--- src/rtl/conf_arb_pkg.sv ---
// Shared types and constants for the configuration-register port arbiter.
package conf_arb_pkg;

  typedef enum logic [1:0] {
    IDLE  = 2'd0,
    ISSUE = 2'd1,
    RESP  = 2'd2
  } arb_state_t;

  localparam logic M_CPU = 1'b0;
  localparam logic M_DBG = 1'b1;

  // Pointer holds the most recent winner; starting at DBG lets CPU win the first tie.
  localparam logic RR_PTR_RST = M_DBG;

endpackage

--- src/rtl/confreg_arbiter_rr_arb2.sv ---
// Two-input round-robin selector: a lone requester wins outright, a tie goes
// to whichever requester was not granted most recently.
module rr_arb2
  import conf_arb_pkg::*;
(
  input  logic       clk,
  input  logic       reset,
  input  logic [1:0] req,
  input  logic       advance,
  output logic [1:0] grant
);

  logic last_q;
  logic last_d;

  // Winner selection and pointer next-state.
  always_comb begin
    grant  = '0;
    last_d = last_q;
    unique case (req)
      2'b01:   grant = 2'b01;
      2'b10:   grant = 2'b10;
      2'b11:   grant = (last_q == M_CPU) ? 2'b10 : 2'b01;
      default: grant = '0;
    endcase
    if (advance && (grant != '0)) begin
      last_d = grant[1] ? M_DBG : M_CPU;
    end
  end

  // Most-recent-winner pointer.
  always_ff @(posedge clk or posedge reset) begin
    if (reset) begin
      last_q <= RR_PTR_RST;
    end else begin
      last_q <= last_d;
    end
  end

endmodule

--- src/rtl/confreg_arbiter.sv ---
// Shares the single confreg access port between the CPU data path (m0) and
// the debug/host path (m1): grant in IDLE, one conf_en strobe in ISSUE, held
// response in RESP until the winner accepts it.
module confreg_arbiter
  import conf_arb_pkg::*;
#(
  parameter int unsigned AW = 32,
  parameter int unsigned DW = 32
) (
  input  logic          clk,
  input  logic          reset,

  input  logic          m0_req,
  input  logic [3:0]    m0_wen,
  input  logic [AW-1:0] m0_addr,
  input  logic [DW-1:0] m0_wdata,
  output logic          m0_gnt,
  output logic          m0_rvalid,
  output logic [DW-1:0] m0_rdata,
  input  logic          m0_rready,

  input  logic          m1_req,
  input  logic [3:0]    m1_wen,
  input  logic [AW-1:0] m1_addr,
  input  logic [DW-1:0] m1_wdata,
  output logic          m1_gnt,
  output logic          m1_rvalid,
  output logic [DW-1:0] m1_rdata,
  input  logic          m1_rready,

  output logic          conf_en,
  output logic [3:0]    conf_wen,
  output logic [AW-1:0] conf_addr,
  output logic [DW-1:0] conf_wdata,
  input  logic [DW-1:0] conf_rdata
);

  arb_state_t    state_q;
  logic          conf_en_q;
  logic [3:0]    conf_wen_q;
  logic [AW-1:0] conf_addr_q;
  logic [DW-1:0] conf_wdata_q;
  logic          id_q;
  logic [1:0]    rvalid_q;
  logic [DW-1:0] rdata_q;

  logic [1:0]    arb_req;
  logic [1:0]    arb_grant;
  logic          arb_advance;
  logic [3:0]    sel_wen;
  logic [AW-1:0] sel_addr;
  logic [DW-1:0] sel_wdata;
  logic          rsp_done;

  // Requests are only visible to the selector in IDLE and out of reset.
  assign arb_req     = {m1_req, m0_req} & {2{(state_q == IDLE) && !reset}};
  assign arb_advance = (state_q == IDLE);

  rr_arb2 u_rr_arb2 (
    .clk     (clk),
    .reset   (reset),
    .req     (arb_req),
    .advance (arb_advance),
    .grant   (arb_grant)
  );

  // Route the winning requester's fields toward the capture registers.
  always_comb begin
    sel_wen   = m0_wen;
    sel_addr  = m0_addr;
    sel_wdata = m0_wdata;
    if (arb_grant[1]) begin
      sel_wen   = m1_wen;
      sel_addr  = m1_addr;
      sel_wdata = m1_wdata;
    end
  end

  assign rsp_done = (rvalid_q[0] & m0_rready) | (rvalid_q[1] & m1_rready);

  // Transaction FSM; the conf_* registers double as the request capture, so
  // they load at grant, drive the bus for the ISSUE cycle only, then clear.
  always_ff @(posedge clk or posedge reset) begin
    if (reset) begin
      state_q      <= IDLE;
      conf_en_q    <= 1'b0;
      conf_wen_q   <= '0;
      conf_addr_q  <= '0;
      conf_wdata_q <= '0;
      id_q         <= M_CPU;
      rvalid_q     <= '0;
      rdata_q      <= '0;
    end else begin
      unique case (state_q)
        IDLE: begin
          if (arb_grant != '0) begin
            conf_en_q    <= 1'b1;
            conf_wen_q   <= sel_wen;
            conf_addr_q  <= sel_addr;
            conf_wdata_q <= sel_wdata;
            id_q         <= arb_grant[1] ? M_DBG : M_CPU;
            state_q      <= ISSUE;
          end
        end
        ISSUE: begin
          conf_en_q    <= 1'b0;
          conf_wen_q   <= '0;
          conf_addr_q  <= '0;
          conf_wdata_q <= '0;
          rdata_q      <= (conf_wen_q == '0) ? conf_rdata : '0;
          rvalid_q     <= (id_q == M_DBG) ? 2'b10 : 2'b01;
          state_q      <= RESP;
        end
        RESP: begin
          if (rsp_done) begin
            rvalid_q <= '0;
            rdata_q  <= '0;
            state_q  <= IDLE;
          end
        end
        default: begin
          state_q <= IDLE;
        end
      endcase
    end
  end

  assign m0_gnt     = arb_grant[0];
  assign m1_gnt     = arb_grant[1];
  assign m0_rvalid  = rvalid_q[0];
  assign m1_rvalid  = rvalid_q[1];
  assign m0_rdata   = rvalid_q[0] ? rdata_q : '0;
  assign m1_rdata   = rvalid_q[1] ? rdata_q : '0;
  assign conf_en    = conf_en_q;
  assign conf_wen   = conf_wen_q;
  assign conf_addr  = conf_addr_q;
  assign conf_wdata = conf_wdata_q;

endmodule

--- config.mk ---
export PLATFORM = sky130hd
export DESIGN_NAME = confreg_arbiter
export DESIGN_NICKNAME = d
export VERILOG_FILES = /design/src/rtl/conf_arb_pkg.sv /design/src/rtl/confreg_arbiter_rr_arb2.sv /design/src/rtl/confreg_arbiter.sv
export SDC_FILE = /design/constraint.sdc
export NUM_CORES = 1
export LEC_CHECK = 0
export ABC_AREA = 1
export CAP_MARGIN = 10
export CORE_ASPECT_RATIO = 0.5
export CORE_MARGIN = 10
export CORE_UTILIZATION = 42
export CTS_CLUSTER_DIAMETER = 150
export DETAILED_ROUTE_END_ITERATION = 10
export GPL_TIMING_DRIVEN = 0
export PLACE_DENSITY = 0.86
export SYNTH_ARGS = -nofsm -noshare
export SYNTH_HDL_FRONTEND = slang
export SYNTH_SLANG_ARGS = --single-unit
--- constraint.sdc ---
create_clock -name clk -period 10.6 [get_ports clk]
set_input_delay 2.65 -clock clk [delete_from_list [all_inputs] [get_ports clk]]
set_output_delay 2.65 -clock clk [all_outputs]
set_load 0.05 [all_outputs]
==> impl_metrics.env, run 1 <==
export IMPL_outcome="finished, final reports clean"
export IMPL_drc_errors=0
export IMPL_grt_use_met2=0.4168
export IMPL_worstPathRequired_ns=7.95
export IMPL_clk_insertion_delay_late_ns=0.34
export IMPL_clk_path_buf_depth=2
export IMPL_hold_viol_final=0
export IMPL_post_place_cells=1310
export IMPL_max_stage_delay_ns=0.85
export IMPL_cts_buffers=9
export IMPL_synth_area_per_cell_sq_um=6.750
export IMPL_netSwitchingFraction=0.5007
export IMPL_std_cell_rows=29
export IMPL_synth_fa_ha_area_frac=0
export IMPL_ys_seq_elements=107
export IMPL_drtPass1Iterations=5
export IMPL_layout_drive_gt1_share=0.03633
export IMPL_finalMaxSlewViolations=0
export IMPL_gp_congestion=0.8182
export IMPL_io_buffer_count=310
export IMPL_cts_tree="built"
export IMPL_fin_crit_ns=8.337
export IMPL_crit_type="in -> out"
export IMPL_pwr_share_comb=0.577
export IMPL_overflow=0
export IMPL_die_h_um=101.6
export IMPL_crit_arrival_ns=5.69
export IMPL_antenna_found_initial=0
export IMPL_crit_slowest_cell="clkdlybuf4s50_1"
export IMPL_yosysSeqAreaShare=0.4788
export IMPL_finalSetupViolCount=0
export IMPL_use_met3=0.04966
export IMPL_hold_path_class="reg -> reg"
export IMPL_fin_nets=1325
export IMPL_seq_power_share=0.283
export IMPL_crit_chain="clkdlybuf4s50_1 -> inv_4 -> nand2_2 -> nor2_4 -> buf_4 -> buf_2 -> clkdlybuf4s50_1"
export IMPL_startpoint_type="primary input"
export IMPL_crit_family="buffers and inverters"
export IMPL_grt_busiest_layer="met2"
export IMPL_place_area_sq_um=8934
export IMPL_layout_common_cells="344 x nand2_1, 310 x clkdlybuf4s50_1, 143 x inv_1, 106 x dfrtp_1, 73 x nor2_1"
export IMPL_tightest_slew_ns=0.9001
export IMPL_area_growth_pct=65.05
export IMPL_core_area_sq_um=12840
export IMPL_ant_nets=0
export IMPL_layout_commonest_cell="nand2_1"
export IMPL_synth_distinct_cells=17
export IMPL_finClkSkew_ns=0.008928
export IMPL_routed_wl_mm=21.39
export IMPL_setup_tns_final_ns=0
export IMPL_dp_hpwl_mm=17.33
export IMPL_synth_compound_area_frac=0.06865
export IMPL_synthTopCellsByArea="dfrtp_1 47%, nand2_1 23%, inv_1 9.7%, nor2_1 4.9%, o21ai_0 4.6%"
export IMPL_stdcell_area_sq_um=9235
export IMPL_rrSetupSlack_ns=8.69
export IMPL_synthSimpleGateAreaFrac=0.3186
export IMPL_ctsResizeCount=0
export IMPL_synth_area_sq_um=5595
export IMPL_internal_power_w=0.001219
export IMPL_synthMuxAreaShare=0
export IMPL_worst_path_buf_inv=5
export IMPL_fmax_mhz=119.9
export IMPL_start_util=0.4356
export IMPL_syn_inst=829
export IMPL_hold_buffers=0
export IMPL_yosys_warnings=0
export IMPL_via_count=6142
export IMPL_use_met1=0.2486
export IMPL_yosys_area_top_type_share=0.4741
export IMPL_diodes=0
export IMPL_p_clk_frac=0.140
export IMPL_powerDensity_nw_per_um2=264.3
export IMPL_htreeDepth=3
export IMPL_synthesis_nets=1003
export IMPL_critPathMaxFanout=70
export IMPL_grt_start_max_net_pins=71
export IMPL_power_leakage_nw=4.776
export IMPL_grt_pass1_wl_mm=32.78
export IMPL_p_switching_w=0.001222
export IMPL_grt_pass1_vias=6065
export IMPL_vias_per_cell=4.632
export IMPL_die_area_sq_um=18620
export IMPL_io_pins=311
export IMPL_wire_per_inst_um=16.13
export IMPL_ir_drop_mv=0.1223
export IMPL_dp_worst_setup_slack_ns=2.213
export IMPL_drt_initial_drc_count=421
export IMPL_rsz0062_at_grt="no"
export IMPL_synthXorXnorAreaFrac=0
export IMPL_final_cells=1326
export IMPL_clkSinkCount=107
export IMPL_relSlewSlack=0.3999
export IMPL_endpoint_kind="output port"
export IMPL_clk_pin_slew_ns=0.08
export IMPL_cts_root_buffer="clkbuf_16"
export IMPL_grt_total_usage=0.2191
export IMPL_dieWidth_um=183.2
export IMPL_synth_top_family_by_area="simple AND/OR/NAND/NOR gates"
export IMPL_fin_ws_ns=2.263
export IMPL_maxCapViolCount=0
export IMPL_synth_largest_area_cell="dfrtp_1"
export IMPL_report_power_total_w=0.002441
export IMPL_fin_crit_sh=0.7865
export IMPL_path_common_cell="clkdlybuf4s50_1"
export IMPL_post_cts_buffers=0
[power by group through the flow]
stage | Sequential [W] | Combinational, W | Clock [W]
CTS | 0.000689 | 0.00142 | 0.000349
global placement | 0.000688 | 0.00139 | 0
finish | 0.000691 | 0.00141 | 0.000342
detailed placement | 0.000695 | 0.00142 | 0
global route | 0.000710 | 0.00150 | 0.000364
floorplan | 0.00107 | 0.000498 | 0
[per-stage QoR]
step,util,hold slack [ns]
after floorplan,-,0.4396
after global placement,0.6937,0.4583
after detailed placement,0.6955,0.4677
after CTS,0.7190,0.4735
after global routing,0.7190,0.5133
final,0.7190,0.4712
[cell usage after synthesis]
master / n
nand2_1: 344
inv_1: 144
dfrtp_1: 106
nor2_1: 73
o21ai_0: 51
nand3_1: 40
clkbuf_1: 18
o21ai_1: 18
buf_2: 17
buf_1: 7
buf_4: 4
o21bai_1: 2
a211oi_1: 1
a21oi_4: 1
dfstp_2: 1
nand2_2: 1
nor2_4: 1
[kinds of logic (layout without fill, tap and decap cells)]
logic type             after synthesis  in the layout
AOI/OAI and AO/OA                   73             73
buffers and inverters              190            517
DFF                                107            107
and+or+nand+nor                    459            459
[flip-flops by register name, indices dropped and copies added (netlist names)]
name / count
conf_wdata: 32
state_q: 2
rdata_q: 32
rvalid_q: 2
conf_wen: 4
conf_en: 1
conf_addr: 32
id_q: 1
u_rr_arb2.last_q: 1
[path summary, 6_finish.rpt]
check                            from              to  cells past startpoint
max in group asynchronous       reset    conf_addr[6]                      3
max                             reset          m1_gnt                      7
min                              id_q     rvalid_q[0]                      1
max reg2reg                state_q[0]  conf_wdata[11]                      8
min in group asynchronous       reset     rdata_q[11]                      2
min reg2reg                      id_q     rvalid_q[0]                      1
[area by class of cell]
| type | count | area (sq um) |
|---|---|---|
| fill | 1072 | 3610 |
| timing repair buffer | 311 | 3123 |
| sequential | 107 | 2679 |
| multi-input combinational | 532 | 2167 |
| inverter | 144 | 543.0 |
| clock buffer | 10 | 229.0 |
| tap | 170 | 212.7 |
| buffer | 46 | 209.0 |
| clock inverter | 6 | 72.57 |
[layer usage]
layer	share of wire	vias to the layer above	wire length, um
li1	-	3079	-
met1	0.39	2841	8396
met2	0.53	202	11360
met3	0.062	20	1321
met4	0.015	0	316
met5	0	-	0
No activity file was read; power rests on OpenSTA's default activity.
==> inputs of run 2 (changes only) <==
CORE_UTILIZATION = 39   (was 42)
PLACE_DENSITY = 0.81   (was 0.86)
clock period = 8 ns   (was 10.6 ns; I/O delays follow)
==> run 2 against run 1 <==
Against the previous run:
- sequential power rose by 33%
- first-iteration DRC count fell by 19%
- critical path type unchanged
- final area rose by 0.38%
- die area rose by 6.5%
- hold slack improved by 0.00069 ns
- largest power group unchanged
- register-to-register slack got worse by 2.6 ns
- count of clock-buffer cells in the layout fell by 1
- clock skew rose by 0.00087 ns
- setup slack got worse by 1.2 ns
- critical path depth did not move
==> impl_metrics.env, run 2 (synthesized netlist as in run 1, its figures left out) <==
export IMPL_grt_start_max_net_pins=64
export IMPL_dieWidth_um=189.4
export IMPL_grt_total_usage=0.2108
export IMPL_cts_root_buffer="clkbuf_16"
export IMPL_layout_commonest_cell="nand2_1"
export IMPL_finalSetupViolCount=0
export IMPL_fmax_mhz=144.5
export IMPL_final_cells=1348
export IMPL_regArea_sq_um=2679
export IMPL_rrSetupSlack_ns=6.13
export IMPL_endpoint_kind="output port"
export IMPL_ctsResizeCount=0
export IMPL_tightest_slew_ns=0.8435
export IMPL_fin_util=0.6729
export IMPL_clk_pin_slew_ns=0.08
export IMPL_io_pins=311
export IMPL_die_h_um=104.7
export IMPL_maxCapViolCount=0
export IMPL_post_cts_buffers=0
export IMPL_via_count=6205
export IMPL_vias_per_cell=4.603
export IMPL_drtPass1Iterations=5
export IMPL_finClkSkew_ns=0.009796
export IMPL_layout_common_cells="344 x nand2_1, 310 x clkdlybuf4s50_1, 143 x inv_1, 106 x dfrtp_1, 73 x nor2_1"
export IMPL_clkSinkCount=107
export IMPL_critPathMaxFanout=63
export IMPL_antenna_found_initial=1
export IMPL_std_cell_rows=30
export IMPL_ant_nets=0
export IMPL_overflow=0
export IMPL_worstRegToRegCells=7
export IMPL_hold_path_class="reg -> reg"
export IMPL_grt_pass1_vias=6227
export IMPL_drc_errors=0
export IMPL_ir_drop_mv=0.1553
export IMPL_hold_buffers=0
export IMPL_crit_type="in -> out"
export IMPL_power_leakage_nw=4.782
export IMPL_multi_input_area_sq_um=2167
export IMPL_htreeDepth=3
export IMPL_hold_viol_final=0
export IMPL_powerDensity_nw_per_um2=349.7
export IMPL_fin_crit_ns=6.918
export IMPL_grt_pass1_wl_mm=33.77
export IMPL_fin_crit_sh=0.8648
export IMPL_final_fill_count=1165
export IMPL_startpoint_type="primary input"
export IMPL_crit_chain="clkdlybuf4s50_1 -> inv_4 -> nand2_2 -> nor2_4 -> buf_4 -> buf_2 -> clkdlybuf4s50_1"
export IMPL_drt_initial_drc_count=341
export IMPL_die_area_sq_um=19830
export IMPL_cts_buffers=9
export IMPL_cp_depth=7
export IMPL_outcome="finished, final reports clean"
export IMPL_max_stage_delay_ns=0.84
export IMPL_crit_slowest_cell="clkdlybuf4s50_1"
export IMPL_post_place_cells=1332
export IMPL_rsz0062_at_grt="no"
export IMPL_wire_per_inst_um=16.27
export IMPL_worstPathRequired_ns=6.00
export IMPL_clk_path_buf_depth=2
export IMPL_start_util=0.4062
export IMPL_path_common_cell="clkdlybuf4s50_1"
export IMPL_layout_drive_gt1_share=0.03636
export IMPL_finalMaxSlewViolations=0
export IMPL_relSlewSlack=0.4377
export IMPL_io_buffer_count=310
export IMPL_cts_tree="built"
export IMPL_fin_nets=1325
export IMPL_holdPathStages=1
export IMPL_clk_insertion_delay_late_ns=0.34
export IMPL_area_growth_pct=65.68
export IMPL_crit_family="buffers and inverters"
export IMPL_worst_path_buf_inv=5
export IMPL_routed_wl_mm=21.93
export IMPL_crit_arrival_ns=4.92
export IMPL_gp_congestion=0.8938
export IMPL_core_area_sq_um=13780
export IMPL_dp_hpwl_mm=17.60
## run 2: cell count changes in the layout (fill, tap and decap cells not counted), sizes merged
cell / before / now
clkbuf: 28 / 27
clkinv: 2 / 3
clkinvlp: 1 / 0
diode: 0 / 1
## run 2: per-stage QoR
step	power (W)	hold slack, ns	TNS (ns)	cell area [sq um]	setup slack (ns)
CTS	0.003266	0.4755	0	9268	0.9838
floorplan	0.002084	0.4396	0	5595	0.06640
finish	0.003241	0.4719	0	9270	1.082
global placement	0.002761	0.4608	-3.567	8939	-2.007
detailed placement	0.002802	0.4650	0	8969	0.9959
global route	0.003420	0.5011	0	9270	0.8087
## run 2: path summary, 6_finish.rpt
path / from / to
hold / removal: id_q / rvalid_q[0]
max in group asynchronous: reset / u_rr_arb2.last_q
setup / recovery: reset / m1_gnt
min in group asynchronous: reset / conf_addr[28]
setup reg to reg: state_q[1] / conf_wdata[30]
hold reg to reg: id_q / rvalid_q[0]
## run 2: report_power, final
part / internal, W / leakage, nW / switching [W] / total (W)
clock network: 0.000245 / 0.146 / 0.000210 / 0.000455
registers: 0.000768 / 1.39 / 0.000150 / 0.000918
logic: 0.000600 / 3.25 / 0.00127 / 0.00187
## run 2: cell type report
cell class	count	area share
Timing Repair Buffer	311	0.3377
Sequential cell	107	0.2890
Multi-Input combinational cell	532	0.2338
Inverter	144	0.05858
Tap cell	192	0.02591
Clock buffer	9	0.02429
Buffer	46	0.02254
Clock inverter	6	0.007963
Antenna cell	1	0.0002699
## run 2: metal layers
layer  global-route usage  up-vias  wire length, um
li1                     -     3073                -
met1               0.2337     2872             8594
met2               0.3827      216            11390
met3              0.05176       44             1196
met4              0.07939        0              748
met5                    0        -                0
==> inputs of run 3 (changes only) <==
CORE_UTILIZATION = 40   (was 39)
GPL_ROUTABILITY_DRIVEN = 0   (was default)
PLACE_DENSITY = 0.82   (was 0.81)
SLEW_MARGIN = 5   (was default)
SYNTH_HIERARCHICAL = 1   (was default)
==> run 3 against run 2 <==
Against the previous run:
- hold slack gained 0.015 ns
- setup slack improved by 0.30 ns
- final cell count rose by 1.6%
- final area rose by 2.6%
- critical endpoint is now m0_gnt
==> impl_metrics.env, run 3 <==
export IMPL_synth_common_cells="347 x nand2_1, 136 x inv_1, 109 x nand3_1, 106 x dfrtp_1, 71 x o21ai_0"
export IMPL_crit_type="in -> out"
export IMPL_ys_seq_elements=107
export IMPL_diodes=0
export IMPL_start_util=0.4054
export IMPL_htreeDepth=3
export IMPL_startpoint_type="primary input"
export IMPL_cts_tree="built"
export IMPL_routed_wl_mm=21.69
export IMPL_clk_insertion_delay_late_ns=0.34
export IMPL_hold_buffers=0
export IMPL_layout_drive_gt1_share=0.05978
export IMPL_fin_util=0.6612
export IMPL_finClkSkew_ns=0.01273
export IMPL_ys_flop_type="dfrtp_1"
export IMPL_via_count=6357
export IMPL_antenna_found_initial=0
export IMPL_max_stage_delay_ns=0.88
export IMPL_die_area_sq_um=20110
export IMPL_worstPathRequired_ns=6.00
export IMPL_clkSinkCount=107
export IMPL_io_buffer_count=310
export IMPL_die_h_um=105.4
export IMPL_drtPass1Iterations=4
export IMPL_ant_nets=0
export IMPL_synth_distinct_cells=17
export IMPL_relSlewSlack=0.5886
export IMPL_synthesis_nets=1018
export IMPL_crit_slowest_cell="clkdlybuf4s50_1"
export IMPL_fin_crit_sh=0.8267
export IMPL_synthArstFlopShare=1.000
export IMPL_cts_root_buffer="clkbuf_16"
export IMPL_io_pins=311
export IMPL_endpoint_kind="output port"
export IMPL_post_cts_buffers=0
export IMPL_path_common_cell="clkdlybuf4s50_1"
export IMPL_synth_enable_flop_cells=0
export IMPL_tightest_slew_ns=0.6152
export IMPL_dieWidth_um=190.8
export IMPL_fmax_mhz=151.2
export IMPL_yosysMostFrequentCell="nand2_1"
export IMPL_yosys_area_top_type_share=0.4546
export IMPL_fin_nets=1340
export IMPL_report_power_total_w=0.003279
export IMPL_ctsResizeCount=0
export IMPL_yosys_warnings=6
export IMPL_layout_common_cells="347 x nand2_1, 310 x clkdlybuf4s50_1, 135 x inv_1, 109 x nand3_1, 106 x dfrtp_1"
export IMPL_synth_area_per_cell_sq_um=6.913
export IMPL_finalMaxSlewViolations=0
export IMPL_drt_initial_drc_count=370
export IMPL_synth_area_sq_um=5834
export IMPL_maxCapViolCount=0
export IMPL_crit_arrival_ns=4.61
export IMPL_dp_hpwl_mm=17.67
export IMPL_rsz0062_at_grt="no"
export IMPL_hold_viol_final=0
export IMPL_yosysSeqAreaShare=0.4591
export IMPL_clk_path_buf_depth=2
export IMPL_layout_commonest_cell="nand2_1"
export IMPL_final_fill_count=1238
export IMPL_grt_total_usage=0.2059
export IMPL_crit_chain="clkdlybuf4s50_1 -> inv_4 -> and3_1 -> nand2_1 -> and2_4 -> nor2_2 -> clkdlybuf4s50_1"
export IMPL_critPathMaxFanout=46
export IMPL_grt_start_max_net_pins=64
export IMPL_hold_path_class="reg -> reg"
export IMPL_core_area_sq_um=14390
export IMPL_overflow=0
export IMPL_vias_per_cell=4.644
export IMPL_power_leakage_nw=5.060
export IMPL_outcome="finished, final reports clean"
export IMPL_finalSetupViolCount=0
export IMPL_fin_crit_ns=6.613
export IMPL_ir_drop_mv=0.1526
export IMPL_timing_hold_ws_ns=0.4870
export IMPL_std_cell_rows=31
export IMPL_synth_largest_area_cell="dfrtp_1"
export IMPL_crit_family="buffers and inverters"
export IMPL_powerDensity_nw_per_um2=344.6
export IMPL_syn_inst=844
export IMPL_cts_buffers=9
export IMPL_grt_pass1_wl_mm=33.62
export IMPL_clk_pin_slew_ns=0.07
export IMPL_grt_pass1_vias=6317
export IMPL_synthTopCellsByArea="dfrtp_1 45%, nand2_1 22%, nand3_1 9.4%, inv_1 8.7%, o21ai_0 6.1%"
export IMPL_drc_errors=0
export IMPL_worst_path_buf_inv=3
export IMPL_wire_per_inst_um=15.85
export IMPL_area_growth_pct=63.09
-- run 3: cell types whose count changed after synthesis, sizes merged, moves of 3 or more --
cell / change
buf: +14
inv: -6
clkbuf: -5
nand3: +69
nor2: -61
o21ai: +3
-- run 3: per-stage QoR --
stage	instances	cell area, sq um	TNS [ns]	setup WS, ns
after floorplan	844	5834	0	0.5396
after global placement	1352	9185	-2.337	-1.282
after detailed placement	1353	9215	0	1.366
after CTS	1369	9515	0	1.358
after global routing	1369	9515	0	1.205
final	1369	9515	0	1.387
-- run 3: final cells by class --
type | instances | area (sq um) | area share
multi-input combinational | 544 | 2322 | 0.2441
timing repair buffer | 311 | 3131 | 0.3290
tap | 198 | 247.7 | 0.02604
sequential | 107 | 2679 | 0.2815
clock buffer | 9 | 225.2 | 0.02367
clock inverter | 7 | 75.07 | 0.007890
buffer | 55 | 315.3 | 0.03314
inverter | 138 | 520.5 | 0.05470
-- run 3: power by group --
| part | total [W] | internal [W] | leakage [nW] | switching, W |
|---|---|---|---|---|
| combinational | 0.00197 | 0.000644 | 3.53 | 0.00132 |
| sequential | 0.000861 | 0.000738 | 1.40 | 0.000122 |
| clock | 0.000452 | 0.000245 | 0.138 | 0.000208 |
| total | 0.00328 | 0.00163 | 5.06 | 0.00165 |
-- run 3: metal layers --
| layer | track usage | vias up | routed length, um |
|---|---|---|---|
| met5 | 0 | - | 0 |
| met4 | 0.05587 | 0 | 499 |
| met2 | 0.3887 | 181 | 11470 |
| met1 | 0.2316 | 2954 | 8540 |
| met3 | 0.03882 | 31 | 1184 |
| li1 | - | 3191 | - |
-- run 3: kinds of logic (layout without fill, tap and decap cells) --
logic type             count (synthesis)  after routing  synth area share
AND/OR/NAND/NOR                      472            472            0.3343
buffers and inverters                193            520            0.1428
AO/OA/AOI/OAI                         72             72           0.06369
flip-flops                           107            107            0.4591
-- run 3: final timing paths --
kind                       startpoint                to  slack, ns  cells after the start
setup / recovery                reset            m0_gnt       1.39                      7
hold / removal                   id_q       rvalid_q[1]       0.49                      2
setup reg to reg           state_q[1]      conf_addr[1]       5.68                      9
hold reg to reg                  id_q       rvalid_q[1]       0.49                      2
max in group asynchronous       reset       rdata_q[24]       5.15                      3
min in group asynchronous       reset  u_rr_arb2/last_q       2.07                      2
-- run 3: worst reg2reg max path, delay by kind of cell, from the launching register on --
| family | cells | cell delay, ns |
|---|---|---|
| DFF | 1 | 0.46 |
| and+or+nand+nor | 6 | 0.98 |
| buffers and inverters | 2 | 0.57 |
| AOI/OAI and AO/OA | 1 | 0.25 |
